## src/rtl/x_dcm_drp_master.sv

```systemverilog
// DRP initiator for the DCM_ADV slave: turns single host requests into DRP
// read, write or masked read-modify-write accesses, one at a time, with a DRDY timeout.
module x_dcm_drp_master #(
  parameter int TIMEOUT = 64
) (
  input  logic        dclk,
  input  logic        rst_n,
  input  logic        req,
  input  logic        req_we,
  input  logic [6:0]  req_addr,
  input  logic [15:0] req_data,
  input  logic [15:0] req_mask,
  output logic        busy,
  output logic        ack,
  output logic        err,
  output logic [15:0] rdata,
  output logic [6:0]  daddr,
  output logic [15:0] di,
  output logic        dwe,
  output logic        den,
  input  logic [15:0] dout,
  input  logic        drdy
);

  localparam logic [15:0] TMO_CNT = 16'(TIMEOUT);

  typedef enum logic [2:0] {
    IDLE     = 3'd0,
    RD_ISSUE = 3'd1,
    RD_WAIT  = 3'd2,
    WR_ISSUE = 3'd3,
    WR_WAIT  = 3'd4,
    DONE     = 3'd5
  } state_t;

  state_t      state_reg;
  logic        busy_reg;
  logic        ack_reg;
  logic        err_reg;
  logic [15:0] rdata_reg;
  logic [6:0]  daddr_reg;
  logic [15:0] di_reg;
  logic        dwe_reg;
  logic        den_reg;
  logic [15:0] cnt_reg;
  logic        rmw_reg;
  logic [15:0] data_reg;
  logic [15:0] mask_reg;
  logic [15:0] merged;

  // Write-back word for RMW: masked bits from the host, the rest from the read.
  for (genvar gi = 0; gi < 16; gi++) begin : g_merge
    assign merged[gi] = mask_reg[gi] ? data_reg[gi] : dout[gi];
  end

  always_ff @(posedge dclk or negedge rst_n) begin
    if (!rst_n) begin
      state_reg <= IDLE;
      busy_reg  <= 1'b0;
      ack_reg   <= 1'b0;
      err_reg   <= 1'b0;
      rdata_reg <= 16'h0000;
      daddr_reg <= 7'h00;
      di_reg    <= 16'h0000;
      dwe_reg   <= 1'b0;
      den_reg   <= 1'b0;
      cnt_reg   <= 16'h0000;
      rmw_reg   <= 1'b0;
      data_reg  <= 16'h0000;
      mask_reg  <= 16'h0000;
    end else begin
      case (state_reg)
        IDLE: begin
          ack_reg <= 1'b0;
          err_reg <= 1'b0;
          if (req) begin
            busy_reg <= 1'b1;
            data_reg <= req_data;
            mask_reg <= req_mask;
            rmw_reg  <= req_we;
            cnt_reg  <= 16'h0000;
            if (!req_we || (req_mask != 16'hFFFF && req_mask != 16'h0000)) begin
              state_reg <= RD_ISSUE;
              den_reg   <= 1'b1;
              dwe_reg   <= 1'b0;
              daddr_reg <= req_addr;
            end else if (req_mask == 16'hFFFF) begin
              state_reg <= WR_ISSUE;
              den_reg   <= 1'b1;
              dwe_reg   <= 1'b1;
              daddr_reg <= req_addr;
              di_reg    <= req_data;
            end else begin
              // Nothing to write: complete without touching the DRP.
              state_reg <= DONE;
              ack_reg   <= 1'b1;
            end
          end
        end

        RD_ISSUE: begin
          den_reg   <= 1'b0;
          cnt_reg   <= cnt_reg + 16'd1;
          state_reg <= RD_WAIT;
        end

        RD_WAIT: begin
          if (drdy) begin
            rdata_reg <= dout;
            cnt_reg   <= 16'h0000;
            if (rmw_reg) begin
              state_reg <= WR_ISSUE;
              den_reg   <= 1'b1;
              dwe_reg   <= 1'b1;
              di_reg    <= merged;
            end else begin
              state_reg <= DONE;
              ack_reg   <= 1'b1;
              err_reg   <= 1'b0;
            end
          end else if (cnt_reg == TMO_CNT) begin
            // Timed-out read phase: report zero data and skip any write-back.
            state_reg <= DONE;
            ack_reg   <= 1'b1;
            err_reg   <= 1'b1;
            rdata_reg <= 16'h0000;
          end else begin
            cnt_reg <= cnt_reg + 16'd1;
          end
        end

        WR_ISSUE: begin
          den_reg   <= 1'b0;
          dwe_reg   <= 1'b0;
          cnt_reg   <= cnt_reg + 16'd1;
          state_reg <= WR_WAIT;
        end

        WR_WAIT: begin
          if (drdy) begin
            state_reg <= DONE;
            ack_reg   <= 1'b1;
            err_reg   <= 1'b0;
          end else if (cnt_reg == TMO_CNT) begin
            state_reg <= DONE;
            ack_reg   <= 1'b1;
            err_reg   <= 1'b1;
          end else begin
            cnt_reg <= cnt_reg + 16'd1;
          end
        end

        DONE: begin
          ack_reg   <= 1'b0;
          err_reg   <= 1'b0;
          busy_reg  <= 1'b0;
          state_reg <= IDLE;
        end

        default: begin
          state_reg <= IDLE;
          busy_reg  <= 1'b0;
          ack_reg   <= 1'b0;
          err_reg   <= 1'b0;
          den_reg   <= 1'b0;
          dwe_reg   <= 1'b0;
        end
      endcase
    end
  end

  assign busy  = busy_reg;
  assign ack   = ack_reg;
  assign err   = err_reg;
  assign rdata = rdata_reg;
  assign daddr = daddr_reg;
  assign di    = di_reg;
  assign dwe   = dwe_reg;
  assign den   = den_reg;

endmodule
```

## config.mk

```make
export PLATFORM = sky130hd
export DESIGN_NAME = x_dcm_drp_master
export DESIGN_NICKNAME = d
export VERILOG_FILES = /design/src/rtl/x_dcm_drp_master.sv
export SDC_FILE = /design/constraint.sdc
export NUM_CORES = 1
export LEC_CHECK = 0
export ABC_CLOCK_PERIOD_IN_PS = 1800
export CELL_PAD_IN_SITES_DETAIL_PLACEMENT = 0
export CELL_PAD_IN_SITES_GLOBAL_PLACEMENT = 2
export CORE_ASPECT_RATIO = 0.7
export CORE_UTILIZATION = 29
export DETAILED_ROUTE_END_ITERATION = 7
export PLACE_DENSITY_LB_ADDON = 0.1
export SLEW_MARGIN = 15
export SYNTH_ARGS = -nofsm -noshare
export SYNTH_HDL_FRONTEND = slang
export SYNTH_SLANG_ARGS = --single-unit
```

## constraint.sdc

```tcl
create_clock -name dclk -period 1.8 [get_ports dclk]
set_input_delay 0.18 -clock dclk [delete_from_list [all_inputs] [get_ports dclk]]
set_output_delay 0.18 -clock dclk [all_outputs]
set_load 0.02 [all_outputs]
```

==> flow_metrics.env <==
export IMPL_fin_util_pct=46.4
export IMPL_antenna_found_initial=0
export IMPL_p_comb_share_pct=50.9
export IMPL_syn2layout_area_growth_pct=52.7
export IMPL_power_density_mw_per_mm2=1570
export IMPL_worstPathRequired_ps=2030
export IMPL_gp_congestion=0.821
export IMPL_clkPwrFrac_pct=16.4
export IMPL_synthAdderAreaFrac_pct=0.766
export IMPL_die_area_mm2=0.0163
export IMPL_violations="design-rule violations, negative setup slack"
export IMPL_arrival_ps=2060
export IMPL_final_cell_mix="clkdlybuf4s50_1 (102), dfrtp_1 (96), buf_4 (76), mux2_2 (57), nand2_1 (37)"
export IMPL_initial_utilization_pct=30.4
export IMPL_irDropWorstVdd_mv=0.837
export IMPL_grt_ovfl_total=0
export IMPL_drive_gt1_share_pct=33.3
export IMPL_power_total_uw=11000
export IMPL_ctsRootBufferMaster="clkbuf_16"
export IMPL_tritoncts="yes"
export IMPL_drc=12
export IMPL_path_clk_slew_ps=70
export IMPL_endpoint_kind="register"
export IMPL_core_region_area_mm2=0.0150
export IMPL_ys_async_sr_fraction_pct=100
export IMPL_synth_edf_count=0
export IMPL_finalClockSkew_ps=8.28
export IMPL_switching_power_uw=3920
export IMPL_diodes=0
export IMPL_dpl_hpwl_um=9810
export IMPL_ios=104
export IMPL_h_tree_depth=3
export IMPL_syn_nets=460
export IMPL_rows=37
export IMPL_startpoint="state_reg[0]$_DFFE_PN0N_"
export IMPL_cts_buffers=9
export IMPL_period_share_pct=102
export IMPL_hold_viol=0
export IMPL_grt_first_pass_wirelength_um=21300
export IMPL_ys_types=50
export IMPL_hp_class="in2async"
export IMPL_fmax_mhz=547
export IMPL_netlist_area_mm2=0.00457
export IMPL_die_h_um=107
export IMPL_ys_seq_area_share_pct=52.5
export IMPL_fin_ws_ps=-28.8
export IMPL_synth_seq_cells=96
export IMPL_maxSlewHeadroom_pct=73.1
export IMPL_vias=3795
export IMPL_port_buffers=103
export IMPL_regToRegStartpoint="state_reg[0]$_DFFE_PN0N_"
export IMPL_fillers=1395
export IMPL_setup_violations=9
export IMPL_clock_path_buffers=2
export IMPL_fin_area_mm2=0.00698
export IMPL_layout_min_cycle_time_ps=1830
export IMPL_placedCellCount=752
export IMPL_swShare_pct=35.7
export IMPL_grt_pass1_vias=3823
export IMPL_criticalPathCategory="reg2reg"
export IMPL_p_leak_uw=0.00307
export IMPL_die_w_um=152
export IMPL_syn_avg_cell_area_um2=11.5
export IMPL_cell_internal_pwr_uw=7050
export IMPL_ys_warn_count=0
export IMPL_wirelength_um=13700
export IMPL_vias_per_cell=4.85
export IMPL_synth_xor_area_share_pct=0.192
export IMPL_synthSimpleGateAreaFrac_pct=11.0
export IMPL_dpl_instance_area_mm2=0.00643
export IMPL_cts_sinks=96
export IMPL_rsz0062_at_grt="true"
export IMPL_fin_cells=783
export IMPL_synth_compound_area_share_pct=14.7
export IMPL_grt_max_degree=54
export IMPL_num_nets_final=645
export IMPL_worstPathMaxFanout=7
export IMPL_synthCells=398
export IMPL_crit_path_start_kind="register"
export IMPL_outcome="finished, violations left"
export IMPL_synth_main_ff_cell="dfrtp_1"
export IMPL_wl_per_cell_um=17.4
export IMPL_pre_cts_ws_ps=-331
export IMPL_track_usage_pct=17.0
export IMPL_final_common_cell="clkdlybuf4s50_1"
export IMPL_synth_top_family_by_area="multiplexers"
export IMPL_slew_viol_final=0
export IMPL_drtIter0Drc=193
export IMPL_clock_latency_ps=340
export IMPL_dr_pass1_iters=6
export IMPL_worstMarginPinSlew_ps=404
export IMPL_seq_power_share_pct=32.7
export IMPL_maxCapViolCount=0
export IMPL_ant_nets=0
export IMPL_synthMuxAreaShare_pct=17.8
[metal layers]
layer  track usage [%]  wire length (µm)
met5                 0                 0
met4              3.06                87
met3              4.57               796
met2              24.3              5520
met1              25.4              7260
[worst max-delay path, stage by stage (launching register included)]
cell,delay (ps)
dfrtp_1,420
or4b_4,580
o21a_4,160
a31o_4,250
buf_4,140
a22o_1,160
[cell type report]
cell class | count | area (µm²) | area share (%)
multi-input combinational | 277 | 2180 | 31.2
clock inverter | 6 | 42.5 | 0.609
timing repair buffer | 193 | 1870 | 26.7
inverter | 6 | 22.5 | 0.323
tap | 195 | 244 | 3.49
clock buffer | 10 | 229 | 3.28
sequential | 96 | 2400 | 34.4
[path summary, 6_finish.rpt]
kind	to	slack, ps	cells past startpoint
worst min register to register	cnt_reg[15]$_DFFE_PN0P_	500	1
worst min-delay path	di[0]$_DFFE_PN0P_	290	2
max in group asynchronous	cnt_reg[6]$_DFFE_PN0P_	880	3
min in group dclk	daddr[1]$_DFFE_PN0P_	450	2
worst max register to register	cnt_reg[1]$_DFFE_PN0P_	-30	5
worst max-delay path	cnt_reg[1]$_DFFE_PN0P_	-30	5
[timing repair]
action                                  in CTS  in global routing
endpoints found under the hold margin       23                  0
buffers inserted                             2                 12
pin swaps                                    7                 13
hold buffers                                 1                  0
endpoints found under the setup margin      31                 57
gates resized for setup                      6                 30
cloned                                       0                  2
[power by group through the flow]
stage / registers [µW] / logic [µW] / clock network (µW)
floorplan: 4050 / 2440 / 0
global placement: 3590 / 5330 / 0
detailed placement: 3610 / 5360 / 0
CTS: 3590 / 5410 / 1870
global route: 3720 / 6010 / 1950
finish: 3590 / 5580 / 1800
[stage by stage]
stage	setup TNS, ps	hold slack (ps)
after detailed placement	-11660	115
after global routing	-2240	316
after floorplan	0	-116
after global placement	-11310	116
after CTS	-567	298
final	-124	286
[Yosys cell counts (all sizes together), types with 2 or more instances]
library cell  count  share of area, %
nor4b             3              0.57
and4              2              0.38
or2               2              0.27
a21oi            12               1.4
mux2             57                14
nand2b            5              0.68
nor4              3              0.41
a211oi            2              0.33
a22o             19               3.6
nor3              5              0.55
dfrtp            96                53
a32oi             2              0.38
o31ai             2              0.63
clkbuf            6              0.49
nand3            10               1.1
and3              2              0.27
a21o              3              0.49
inv               6              0.49
ha                2              0.55
buf              13               2.1
o21ai            40               4.5
mux2i            17               3.7
or3               2              0.27
a31oi             5              0.68
nand2            38               3.1
nand4             5              0.68
and2              2              0.27
nor2             21               1.9
a22oi             3              0.79
[logic make-up (layout without fill, tap and decap cells)]
family                   Yosys count  after routing
multiplexers                      74             74
AO/OA/AOI/OAI                     96             96
XOR/XNOR                           1              1
AND/OR/NAND/NOR                  103            103
adder cells (fa/ha/maj)            3              3
buffers and inverters             25            215
flip-flops                        96             96
(Power assumes the default switching activity.)
==> RTL change: new RTL, same flow settings <==
The 6 states of `state_t` get a one-hot encoding in 6 bits.
--- a/src/rtl/x_dcm_drp_master.sv
+++ b/src/rtl/x_dcm_drp_master.sv
@@ -24,13 +24,13 @@
 
   localparam logic [15:0] TMO_CNT = 16'(TIMEOUT);
 
-  typedef enum logic [2:0] {
-    IDLE     = 3'd0,
-    RD_ISSUE = 3'd1,
-    RD_WAIT  = 3'd2,
-    WR_ISSUE = 3'd3,
-    WR_WAIT  = 3'd4,
-    DONE     = 3'd5
+  typedef enum logic [5:0] {
+    IDLE     = 6'b000001,
+    RD_ISSUE = 6'b000010,
+    RD_WAIT  = 6'b000100,
+    WR_ISSUE = 6'b001000,
+    WR_WAIT  = 6'b010000,
+    DONE     = 6'b100000
   } state_t;
 
   state_t      state_reg;
Function: same outputs for any inputs over 4 cycles, from zero or initial values and one cycle with rst_n low; so few cycles prove little.
==> RTL change against the unedited design <==
The run ends with negative setup slack left. Cell area grew 10%. Area after synthesis grew 1.3%. Clock skew grew 0.0037 ns. Via count grew 18%. Maximum frequency shrank 9.6%. Total power shrank 2.2%. Count of clock-buffer cells in the layout grew 1. Wire length grew 17%. Sequential cell count grew 3. Setup slack lost 0.20 ns. Cell count grew 15%. Largest cell class unchanged. Highest routed layer unchanged.
==> RTL change: results (changes against the unedited design) <==
STA
  • Number of setup violations in the final report: 91 (+82)
  • Aggregate negative setup slack: -8.120 ns (-7.996 ns)
  • Setup Skew: 0.01200 ns (+0.003722 ns)
  • Final setup slack of the worst path: -0.2238 ns (-0.1951 ns)
  • Worst slew margin: 0.6802 (-0.05041)

Place
  • Buffers on Ports: 103 (unchanged)
  • Total instance count after detailed placement: 850 (+13%)
  • Routability congestion estimate from global placement: 0.8121 (-1.1%)
  • Hpwl dp: 10,380 um (+5.8%)
  • Pre-CTS worst setup slack: -0.3283 ns (+0.003196 ns)

Finish
  • Number of antenna diodes: 0 (unchanged)
  • Total Nets Final: 757 (+17%)
  • # fillers: 1,451 (+4.0%)
  • Share of post-route cells with drive strength above 1: 0.3029 (-0.03048)

Route
  • Met3 layer wire length in the routed design: 835 um (+4.9%)
  • Iteration-0 DRC count of the detailed router: 262 (+36%)
  • Drt via density: 4.988 (+2.9%)
  • Vias: 4,489 (+18%)
  • Length of the first detailed-routing pass in iterations: 6 (unchanged)
  • Detailed route wirelength on metal2: 6893 um (+25%)
  • Routed Wire Length: 16,030 um (+17%)
  • Wire length on met1: 8224 um (+13%)
  • Highest routing layer actually used: met4

Hold path
  • Worst hold path class: in2async

Synth
  • Mapped Nets: 554 (+20%)
  • Most frequently used flop master after synthesis: sky130_fd_sc_hd__dfrtp_1
  • Top post-synthesis cells by count: sky130_fd_sc_hd__nand2_1 (131), sky130_fd_sc_hd__dfrtp_1 (98), sky130_fd_sc_hd__nor2_1 (28)
  • Distinct cell type count of the synthesized netlist: 53 (+6.0%)
  • Sequential area share after synthesis: 0.5354 (+0.009954)
  • Count of mapped cells out of synthesis: 492 (+24%)
  • Cell types with the largest area share after synthesis: sky130_fd_sc_hd__dfrtp_1 (53%), sky130_fd_sc_hd__nand2_1 (11%), sky130_fd_sc_hd__mux2i_1 (3.5%), sky130_fd_sc_hd__a22o_1 (3.4%), sky130_fd_sc_hd__a21oi_1 (2.9%)
  • Count of warnings emitted by yosys: 0 (unchanged)

Pwr
  • Worst VDD drop: 744.9 uV (-11%)
  • Reported leakage power: 3.526 nW (+15%)
  • Fraction of power spent switching nets: 0.3568 (-0.0007277)

CTS
  • Clock latency on the worst-skew pair: 0.35 ns
  • Root Buffer Master: sky130_fd_sc_hd__clkbuf_16
  • Maximum level of the CTS H-tree: 3 (unchanged)
  • Clk slew on worst S/H paths: 0.07 ns (about the same)
  • Number of buffers added by the clock tree synthesis step: 9 (unchanged)
  • Clock Path Buffers: 2 (unchanged)

Setup path
  • Max stage delay cell, worst path: sky130_fd_sc_hd__or4_1
  • Crit Reg-Reg Startpoint: state_reg[4]
  • Worst setup SP type: flop
  • Crit path capture type: flop
  • Highest net fanout along the worst path: 6 (-1)
  • Crit-path max cell delay: 0.46 ns (-0.12 ns)
  • WP data arrival: 2.30 ns (+0.24 ns)

GRT
  • First-pass GRT wire length: 24,720 um (+16%)
  • Pin count of the biggest net entering global routing: 51 (-5.6%)
  • Total global-route track usage: 0.1944 (+0.02481)

Outcome
  • Failing checks: negative setup slack
  • Run status: complete, but fails checks
==> RTL change: cell types whose count changed after synthesis, sizes merged, moves of 4 or more <==
cell	change
nor2	+8
o21ai	-12
nor4	+6
and3	+5
buf	-4
nand2	+93
nand3	+5
clkbuf	+9
mux2	-50
a21oi	+15
==> RTL change: final cells by class <==
cell class / instances / area share
Tap cell: 200 / 0.03250
Inverter: 7 / 0.003412
Multi-Input combinational cell: 363 / 0.3206
Clock buffer: 11 / 0.03022
Clock inverter: 5 / 0.01105
Timing Repair Buffer: 215 / 0.2800
Sequential cell: 99 / 0.3222
==> RTL change: cells by family (layout without fill, tap and decap cells) <==
group                      count (synthesis)  in the layout  synth area share
muxes                                     23             23           0.05162
DFF                                       99             99            0.5354
AOI/OAI and AO/OA                        100            101            0.1405
xor gates and xnor gates                   4              4          0.007569
adders and majority gates                  2              2          0.005405
buffers and inverters                     31            238           0.03000
and+or+nand+nor                          233            233            0.2295
==> RTL change: routing by layer <==
| metal | track usage | vias to the layer above |
|---|---|---|
| li1 | - | 2135 |
| met1 | 0.2836 | 2223 |
| met2 | 0.2926 | 124 |
| met3 | 0.04589 | 7 |
| met4 | 0.03535 | 0 |
| met5 | 0 | - |
==> RTL change: repair_timing <==
item	CTS	global route
cloned	4	5
pin swaps	22	47
resized for setup	78	78
hold buffers	1	0
setup buffers	16	12
setup endpoints to repair	90	98
endpoints found under the hold margin	48	0
==> RTL change: worst paths after layout <==
| check | endpoint |
|---|---|
| min in group dclk | data_reg[3] |
| min reg2reg | data_reg[7] |
| max | cnt_reg[12] |
| max reg2reg | cnt_reg[12] |
| min | cnt_reg[3] |
| max in group asynchronous | mask_reg[0] |
==> RTL change: power groups by stage <==
| stage | registers, mW | logic, mW | clock network, mW |
|---|---|---|---|
| final | 3.67 | 4.94 | 2.12 |
| after global routing | 3.79 | 5.30 | 2.27 |
| after CTS | 3.63 | 4.48 | 2.17 |
| after detailed placement | 3.63 | 4.05 | 0 |
| after global placement | 3.61 | 4.01 | 0 |
| after floorplan | 4.07 | 1.62 | 0 |
==> RTL change: per-stage QoR <==
step | utilization | hold WS (ns) | power, mW | area, um2
floorplan | - | -0.1156 | 5.693 | 4666
global placement | 0.4174 | 0.06328 | 7.621 | 6489
detailed placement | 0.4174 | 0.06228 | 7.678 | 6489
CTS | 0.4692 | 0.2371 | 10.28 | 7295
global route | 0.4953 | 0.2577 | 11.36 | 7700
finish | 0.4953 | 0.2437 | 10.73 | 7700
